[src/rtl/cpu_pkg.sv]
// Shared CPU register-file types: data width, select width and derived register count.
package cpu_pkg;

   localparam int N        = 16;
   localparam int SEL_LINE = 4;
   localparam int NREG     = 2 ** SEL_LINE;

   typedef logic [SEL_LINE-1:0] reg_idx_t;
   typedef logic [N-1:0]        word_t;

endpackage

[src/rtl/src_reg_read_if.sv]
// Issue/writeback/operand bundle of the register-file read side.
// master = issue and writeback producers, slave = the register file.
interface src_reg_read_if;
   import cpu_pkg::*;

   logic     wr_en;
   reg_idx_t rd_sel;
   word_t    rd_val;
   logic     busy_set;
   reg_idx_t busy_sel;
   logic     req_valid;
   logic     req_ready;
   reg_idx_t rs1_sel;
   reg_idx_t rs2_sel;
   logic     out_valid;
   word_t    rs1_val;
   word_t    rs2_val;

   modport master (
      output wr_en, rd_sel, rd_val, busy_set, busy_sel,
      output req_valid, rs1_sel, rs2_sel,
      input  req_ready, out_valid, rs1_val, rs2_val
   );

   modport slave (
      input  wr_en, rd_sel, rd_val, busy_set, busy_sel,
      input  req_valid, rs1_sel, rs2_sel,
      output req_ready, out_valid, rs1_val, rs2_val
   );

endinterface

[src/rtl/src_mux.sv]
// Combinational register read mux; a same-cycle writeback to the selected index
// overrides the stored value.
module src_mux
   import cpu_pkg::*;
(
   input  word_t    i_regs [NREG],
   input  reg_idx_t i_sel,
   input  logic     i_wr_en,
   input  reg_idx_t i_rd_sel,
   input  word_t    i_rd_val,
   output word_t    o_val
);

   logic w_fwd;

   assign w_fwd = i_wr_en && (i_rd_sel == i_sel);
   assign o_val = w_fwd ? i_rd_val : i_regs[i_sel];

endmodule

[src/rtl/src_reg_read.sv]
// Register file source-read side: 16 registers, busy scoreboard, forwarded
// dual operand read with a one-cycle registered result.
module src_reg_read
   import cpu_pkg::*;
(
   input logic           clk,
   input logic           rst,
   src_reg_read_if.slave bus
);

   word_t            r_regs [NREG];
   logic [NREG-1:0]  r_busy;
   logic             r_out_valid;
   word_t            r_rs1_val;
   word_t            r_rs2_val;

   logic [NREG-1:0]  w_wr_hit;
   logic [NREG-1:0]  w_busy_next;
   logic             w_fwd1;
   logic             w_fwd2;
   logic             w_haz1;
   logic             w_haz2;
   logic             w_ready;
   logic             w_accept;
   word_t            w_rs1_mux;
   word_t            w_rs2_mux;

   // A busy_set on the same index as a writeback wins: the new producer supersedes.
   generate
      for (genvar gi = 0; gi < NREG; gi++) begin : g_busy
         assign w_wr_hit[gi]    = bus.wr_en && (bus.rd_sel == reg_idx_t'(gi));
         assign w_busy_next[gi] = (bus.busy_set && (bus.busy_sel == reg_idx_t'(gi))) ? 1'b1 :
                                  w_wr_hit[gi] ? 1'b0 : r_busy[gi];
      end
   endgenerate

   always_ff @(posedge clk or posedge rst) begin
      if (rst) begin
         for (int i = 0; i < NREG; i++) r_regs[i] <= '0;
         r_busy <= '0;
      end else begin
         for (int i = 0; i < NREG; i++) begin
            if (w_wr_hit[i]) r_regs[i] <= bus.rd_val;
         end
         r_busy <= w_busy_next;
      end
   end

   // The writeback that clears a busy register also forwards, so it is not a hazard.
   assign w_fwd1   = bus.wr_en && (bus.rd_sel == bus.rs1_sel);
   assign w_fwd2   = bus.wr_en && (bus.rd_sel == bus.rs2_sel);
   assign w_haz1   = r_busy[bus.rs1_sel] && !w_fwd1;
   assign w_haz2   = r_busy[bus.rs2_sel] && !w_fwd2;
   assign w_ready  = !w_haz1 && !w_haz2;
   assign w_accept = bus.req_valid && w_ready;

   src_mux u_mux_rs1 (
      .i_regs   (r_regs),
      .i_sel    (bus.rs1_sel),
      .i_wr_en  (bus.wr_en),
      .i_rd_sel (bus.rd_sel),
      .i_rd_val (bus.rd_val),
      .o_val    (w_rs1_mux)
   );

   src_mux u_mux_rs2 (
      .i_regs   (r_regs),
      .i_sel    (bus.rs2_sel),
      .i_wr_en  (bus.wr_en),
      .i_rd_sel (bus.rd_sel),
      .i_rd_val (bus.rd_val),
      .o_val    (w_rs2_mux)
   );

   always_ff @(posedge clk or posedge rst) begin
      if (rst) begin
         r_out_valid <= 1'b0;
         r_rs1_val   <= '0;
         r_rs2_val   <= '0;
      end else begin
         r_out_valid <= w_accept;
         if (w_accept) begin
            r_rs1_val <= w_rs1_mux;
            r_rs2_val <= w_rs2_mux;
         end
      end
   end

   assign bus.req_ready = w_ready;
   assign bus.out_valid = r_out_valid;
   assign bus.rs1_val   = r_rs1_val;
   assign bus.rs2_val   = r_rs2_val;

endmodule

[src/flat_wrapper.sv]
// flat-port wrapper written by rule: the top's interface ports become plain ports
module src_reg_read_flat import cpu_pkg::*;
  (clk, rst, bus_wr_en, bus_rd_sel, bus_rd_val, bus_busy_set, bus_busy_sel, bus_req_valid, bus_rs1_sel, bus_rs2_sel, bus_req_ready, bus_out_valid, bus_rs1_val, bus_rs2_val);
  src_reg_read_if bus_i ();
  input logic clk;
  input logic rst;
  input wire logic [$bits(bus_i.wr_en)-1:0] bus_wr_en;
  input wire logic [$bits(bus_i.rd_sel)-1:0] bus_rd_sel;
  input wire logic [$bits(bus_i.rd_val)-1:0] bus_rd_val;
  input wire logic [$bits(bus_i.busy_set)-1:0] bus_busy_set;
  input wire logic [$bits(bus_i.busy_sel)-1:0] bus_busy_sel;
  input wire logic [$bits(bus_i.req_valid)-1:0] bus_req_valid;
  input wire logic [$bits(bus_i.rs1_sel)-1:0] bus_rs1_sel;
  input wire logic [$bits(bus_i.rs2_sel)-1:0] bus_rs2_sel;
  output wire logic [$bits(bus_i.req_ready)-1:0] bus_req_ready;
  output wire logic [$bits(bus_i.out_valid)-1:0] bus_out_valid;
  output wire logic [$bits(bus_i.rs1_val)-1:0] bus_rs1_val;
  output wire logic [$bits(bus_i.rs2_val)-1:0] bus_rs2_val;
  assign bus_i.wr_en = bus_wr_en;
  assign bus_i.rd_sel = bus_rd_sel;
  assign bus_i.rd_val = bus_rd_val;
  assign bus_i.busy_set = bus_busy_set;
  assign bus_i.busy_sel = bus_busy_sel;
  assign bus_i.req_valid = bus_req_valid;
  assign bus_i.rs1_sel = bus_rs1_sel;
  assign bus_i.rs2_sel = bus_rs2_sel;
  assign bus_req_ready = bus_i.req_ready;
  assign bus_out_valid = bus_i.out_valid;
  assign bus_rs1_val = bus_i.rs1_val;
  assign bus_rs2_val = bus_i.rs2_val;
  src_reg_read u_core (.clk(clk), .rst(rst), .bus(bus_i));
endmodule
[config.mk]
export PLATFORM = sky130hd
export DESIGN_NAME = src_reg_read_flat
export DESIGN_NICKNAME = d
export VERILOG_FILES = /design/src/rtl/cpu_pkg.sv /design/src/rtl/src_reg_read_if.sv /design/src/rtl/src_mux.sv /design/src/rtl/src_reg_read.sv /design/src/flat_wrapper.sv
export SDC_FILE = /design/constraint.sdc
export NUM_CORES = 1
export LEC_CHECK = 0
export ABC_CLOCK_PERIOD_IN_PS = 12900
export BUFFER_PORTS_ARGS = -buffer_cell sky130_fd_sc_hd__clkbuf_2
export CORE_MARGIN = 2
export CORE_UTILIZATION = 55
export DETAILED_ROUTE_END_ITERATION = 10
export PLACE_DENSITY = 0.72
export SETUP_SLACK_MARGIN = 0.4
export SYNTH_ARGS = -nofsm -noshare
export SYNTH_HDL_FRONTEND = slang
export SYNTH_SLANG_ARGS = --single-unit
[constraint.sdc]
create_clock -name clk -period 12.9 [get_ports clk]
set_input_delay 1.29 -clock clk [delete_from_list [all_inputs] [get_ports clk]]
set_output_delay 1.29 -clock clk [all_outputs]
set_load 0.02 [all_outputs]
==> metrics.md <==
| Metric | Value |
|---|---|
| Delay of the slowest critical-path stage | 0.58 ns |
| XOR/XNOR Fraction of Synth Area | 0.004385 |
| First-pass iteration count of the detailed router | 5 |
| Core area | approximately 0.029 mm2 |
| Post-synth top flop | dfrtp_1 |
| Dpl hpwl | 23,640 um |
| Yosys warnings | 0 |
| Critical Path Source Type | primary input |
| Hold buffers post-CTS | 0 |
| Slew at the pin with the worst max-slew slack | 1.248 ns |
| Initial Util | 0.5582 |
| Slew HR | 0.1643 |
| Post-synthesis simple-gate area fraction | 0.02357 |
| P_leak | between 7 and 8 nW |
| Asr flop ratio synth | 1.000 |
| Die ar. | ~0.030 mm2 |
| IO Pins | 71 |
| Chip width | 174.4 um |
| Critical Path RT | approximately 12 ns |
| Wirelength per Cell | 27.17 um |
| Delay-heaviest family, CP | multiplexers |
| Total Routing Usage GR | 0.2778 |
| Worst Path Class, Setup | primary input to primary output |
| Crit path max fanout | 34 |
| Post-Synth Adder-Cell Area | 0 |
| Slowest cell on crit path | mux4_2 |
| Status | finished clean |
| Max-Cap Viols | 0 |
| Crit path DAT | 3.37 ns |
| Setup bufs post-CTS | 0 |
| Post-route cell area | 0.01785 mm2 |
| Number of global-route vias before repair | 10,616 |
| CTS root buffer | clkbuf_16 |
| N_diodes | 0 |
| Via count | 9,871 |
| Fin crit period | around 4.7 ns |
| Placed instance area | 0.01664 mm2 |
| H-tree levels | 2 |
| Layout cells sized above 1 | 0.5586 |
| TritonCTS clock tree | built |
| Crit share post-route | 0.3611 |
| Synth Area per Inst | between 15 and 20 um2 |
| Final Setup Violations | 0 |
| Post-Syn Area | 0.01598 mm2 |
| Area delta synth->final | 11.71% |
| Global-route wire length before repair | 63,470 um |
| Mapped Cells | around 1,000 |
| Max Slew Vio Count | 0 |
| Max IR drop VDD | 0.1465 mV |
| Setup TNS | 0 ns |
| Yosys reg bits | just over 300 |
| Hold Crit Class | flop to flop |
| GRT overflow | 0 |
| Clock-pin slew on the worst setup and hold paths | 0.05 ns |
| Largest net degree at the start of global routing | 120 |
| CP Capture Type | primary output |
| Post-route ant nets | 0 |
| Final Util | 0.6236 |
| Cell row count | 62 |
| DRC viols | 0 |
| Unrepaired setup endpoints after global routing | no |
| Vias per inst | 6.607 |
| EDFF count, synth | 0 |
| # resized after CTS | 0 |
| Clock sink count | 305 |
| Largest family of logic cells by synthesized area | multiplexers |
| RePlAce Congestion | 0.7748 |
| Complex-gate fraction of the synthesized area | 0.04190 |
| Die Height | between 150 and 200 um |
| Post-placement worst setup slack | between 8 and 9 ns |
| Fin. Hold Viols | 0 |
| Power consumption | roughly 3.2 mW |
| Syn_nets | 1,086 |
| Register area share after synthesis | 0.4777 |
| CP Cell Sequence | buf_4 -> mux4_2 -> mux2i_1 -> mux2i_1 -> a22oi_1 -> clkbuf_2 |
| Detailed Route WL | 40,590 um |
| CP most frequent cell | mux2i_1 |
| Setup WS post-layout | about 8.2 ns |
| Post-synthesis mux area share | 0.4235 |
| Highest clock rate | roughly 0.21 GHz |
| Input/output buffers | 70 |
| PD cells | about 180 mW/mm2 |
| Antenna violations before repair | 0 |
| Clock Latency Late Sink | approximately 0.51 ns |
| WP buf/inv | 2 |
| Unique masters post-synth | 31 |
| CTS Buf Count | 35 |
| CTS Buffer Depth | 3 |
| Final #Nets | 1,126 |
| Skew final | ~0.0080 ns |
| Initial DRC Count | 716 |
[layer usage]
| layer | vias to the layer above | GRT usage | share of wire |
|---|---|---|---|
| met3 | 113 | 0.04462 | 0.061 |
| met1 | 5253 | 0.3558 | 0.39 |
| met5 | - | 0 | 0 |
| met4 | 0 | 0.1138 | 0.041 |
| met2 | 380 | 0.4750 | 0.51 |
| li1 | 4125 | - | - |
[final timing paths]
path,start,endpoint,slack [ns],cells past startpoint
max in group asynchronous,rst,u_core.r_regs[186]$_DFFE_PP0P_,10.39,3
min in group asynchronous,rst,u_core.r_regs[82]$_DFFE_PP0P_,0.95,2
min,u_core.bus.rs2_val[8]$_DFFE_PP0P_,u_core.bus.rs2_val[8]$_DFFE_PP0P_,0.49,1
min reg2reg,u_core.bus.rs2_val[8]$_DFFE_PP0P_,u_core.bus.rs2_val[8]$_DFFE_PP0P_,0.49,1
max,bus_rs2_sel[0],bus_req_ready,8.24,6
max reg2reg,u_core.r_busy[15]$_DFFE_PP0P_,u_core.bus.rs1_val[15]$_DFFE_PP0P_,9.74,6
[cell type report]
cell class              instances  area (um2)
fillers                      2156       10780
multi-input cells             641        7908
flip-flops and latches        305        7632
clock buffers                  49        1061
repair buffers                101       593.1
well taps                     384       480.5
clock inverters                 9       148.9
inverters                       5       26.28
[stage by stage]
step / instances / hold WS, ns
after floorplan: 1049 / 0.4599
after global placement: 1436 / 0.4776
after detailed placement: 1436 / 0.4798
after CTS: 1494 / 0.4928
after global routing: 1494 / 0.5144
final: 1494 / 0.4870
[cell usage after synthesis (4+ instances only)]
| cell type | number | area share |
|---|---|---|
| dfrtp_1 | 305 | 0.48 |
| mux2_2 | 300 | 0.21 |
| mux4_2 | 136 | 0.19 |
| a22oi_1 | 65 | 0.031 |
| clkbuf_1 | 54 | 0.013 |
| nand2_1 | 40 | 0.0094 |
| buf_2 | 25 | 0.0078 |
| o21ai_0 | 19 | 0.0060 |
| mux2_4 | 16 | 0.015 |
| nor2_1 | 12 | 0.0028 |
| buf_1 | 10 | 0.0023 |
| buf_4 | 6 | 0.0028 |
| nand3b_1 | 6 | 0.0028 |
| xor2_1 | 6 | 0.0033 |
| inv_1 | 5 | 0.0012 |
| nand3_1 | 5 | 0.0016 |
| nor2b_1 | 5 | 0.0020 |
| mux2_1 | 4 | 0.0028 |
| mux2i_1 | 4 | 0.0025 |
[cell families (layout without fill, tap and decap cells)]
group,Yosys count,after routing
and+or+nand+nor,81,81
muxes,460,460
DFF,305,305
buffers and inverters,103,164
AOI/OAI and AO/OA,92,92
xor gates and xnor gates,8,8
[placed cells by master, fill, tap and decap left out, types with 4 or more instances in the layout]
cell type / synthesis / layout
dfrtp_1: 305 / 305
mux2_2: 300 / 300
mux4_2: 136 / 136
clkbuf_2: 0 / 66
a22oi_1: 65 / 65
nand2_1: 40 / 40
clkbuf_16: 0 / 37
buf_4: 6 / 35
o21ai_0: 19 / 19
mux2_4: 16 / 16
nor2_2: 0 / 9
clkbuf_8: 0 / 9
nand3b_1: 6 / 6
xor2_1: 6 / 6
nand3_1: 5 / 5
mux2i_1: 4 / 4
nor2b_1: 5 / 4
inv_1: 5 / 4
mux2_1: 4 / 4
clkinv_2: 0 / 4
bufinv_16: 0 / 4
[report_power, final]
part           leakage (nW)  switching, mW  internal (mW)  total [mW]
registers              3.75          0.184           1.21        1.39
clock network         0.600          0.386          0.650        1.04
logic                  3.25          0.315          0.458       0.773
total                  7.59          0.886           2.31        3.20
[registers in the layout (all words and copies together) (netlist names)]
signal,cells
u_core.bus.rs2_val,16
u_core.bus.out_valid,1
u_core.r_regs,256
u_core.r_busy,16
u_core.bus.rs1_val,16
Power figures use the tool's default switching activity.
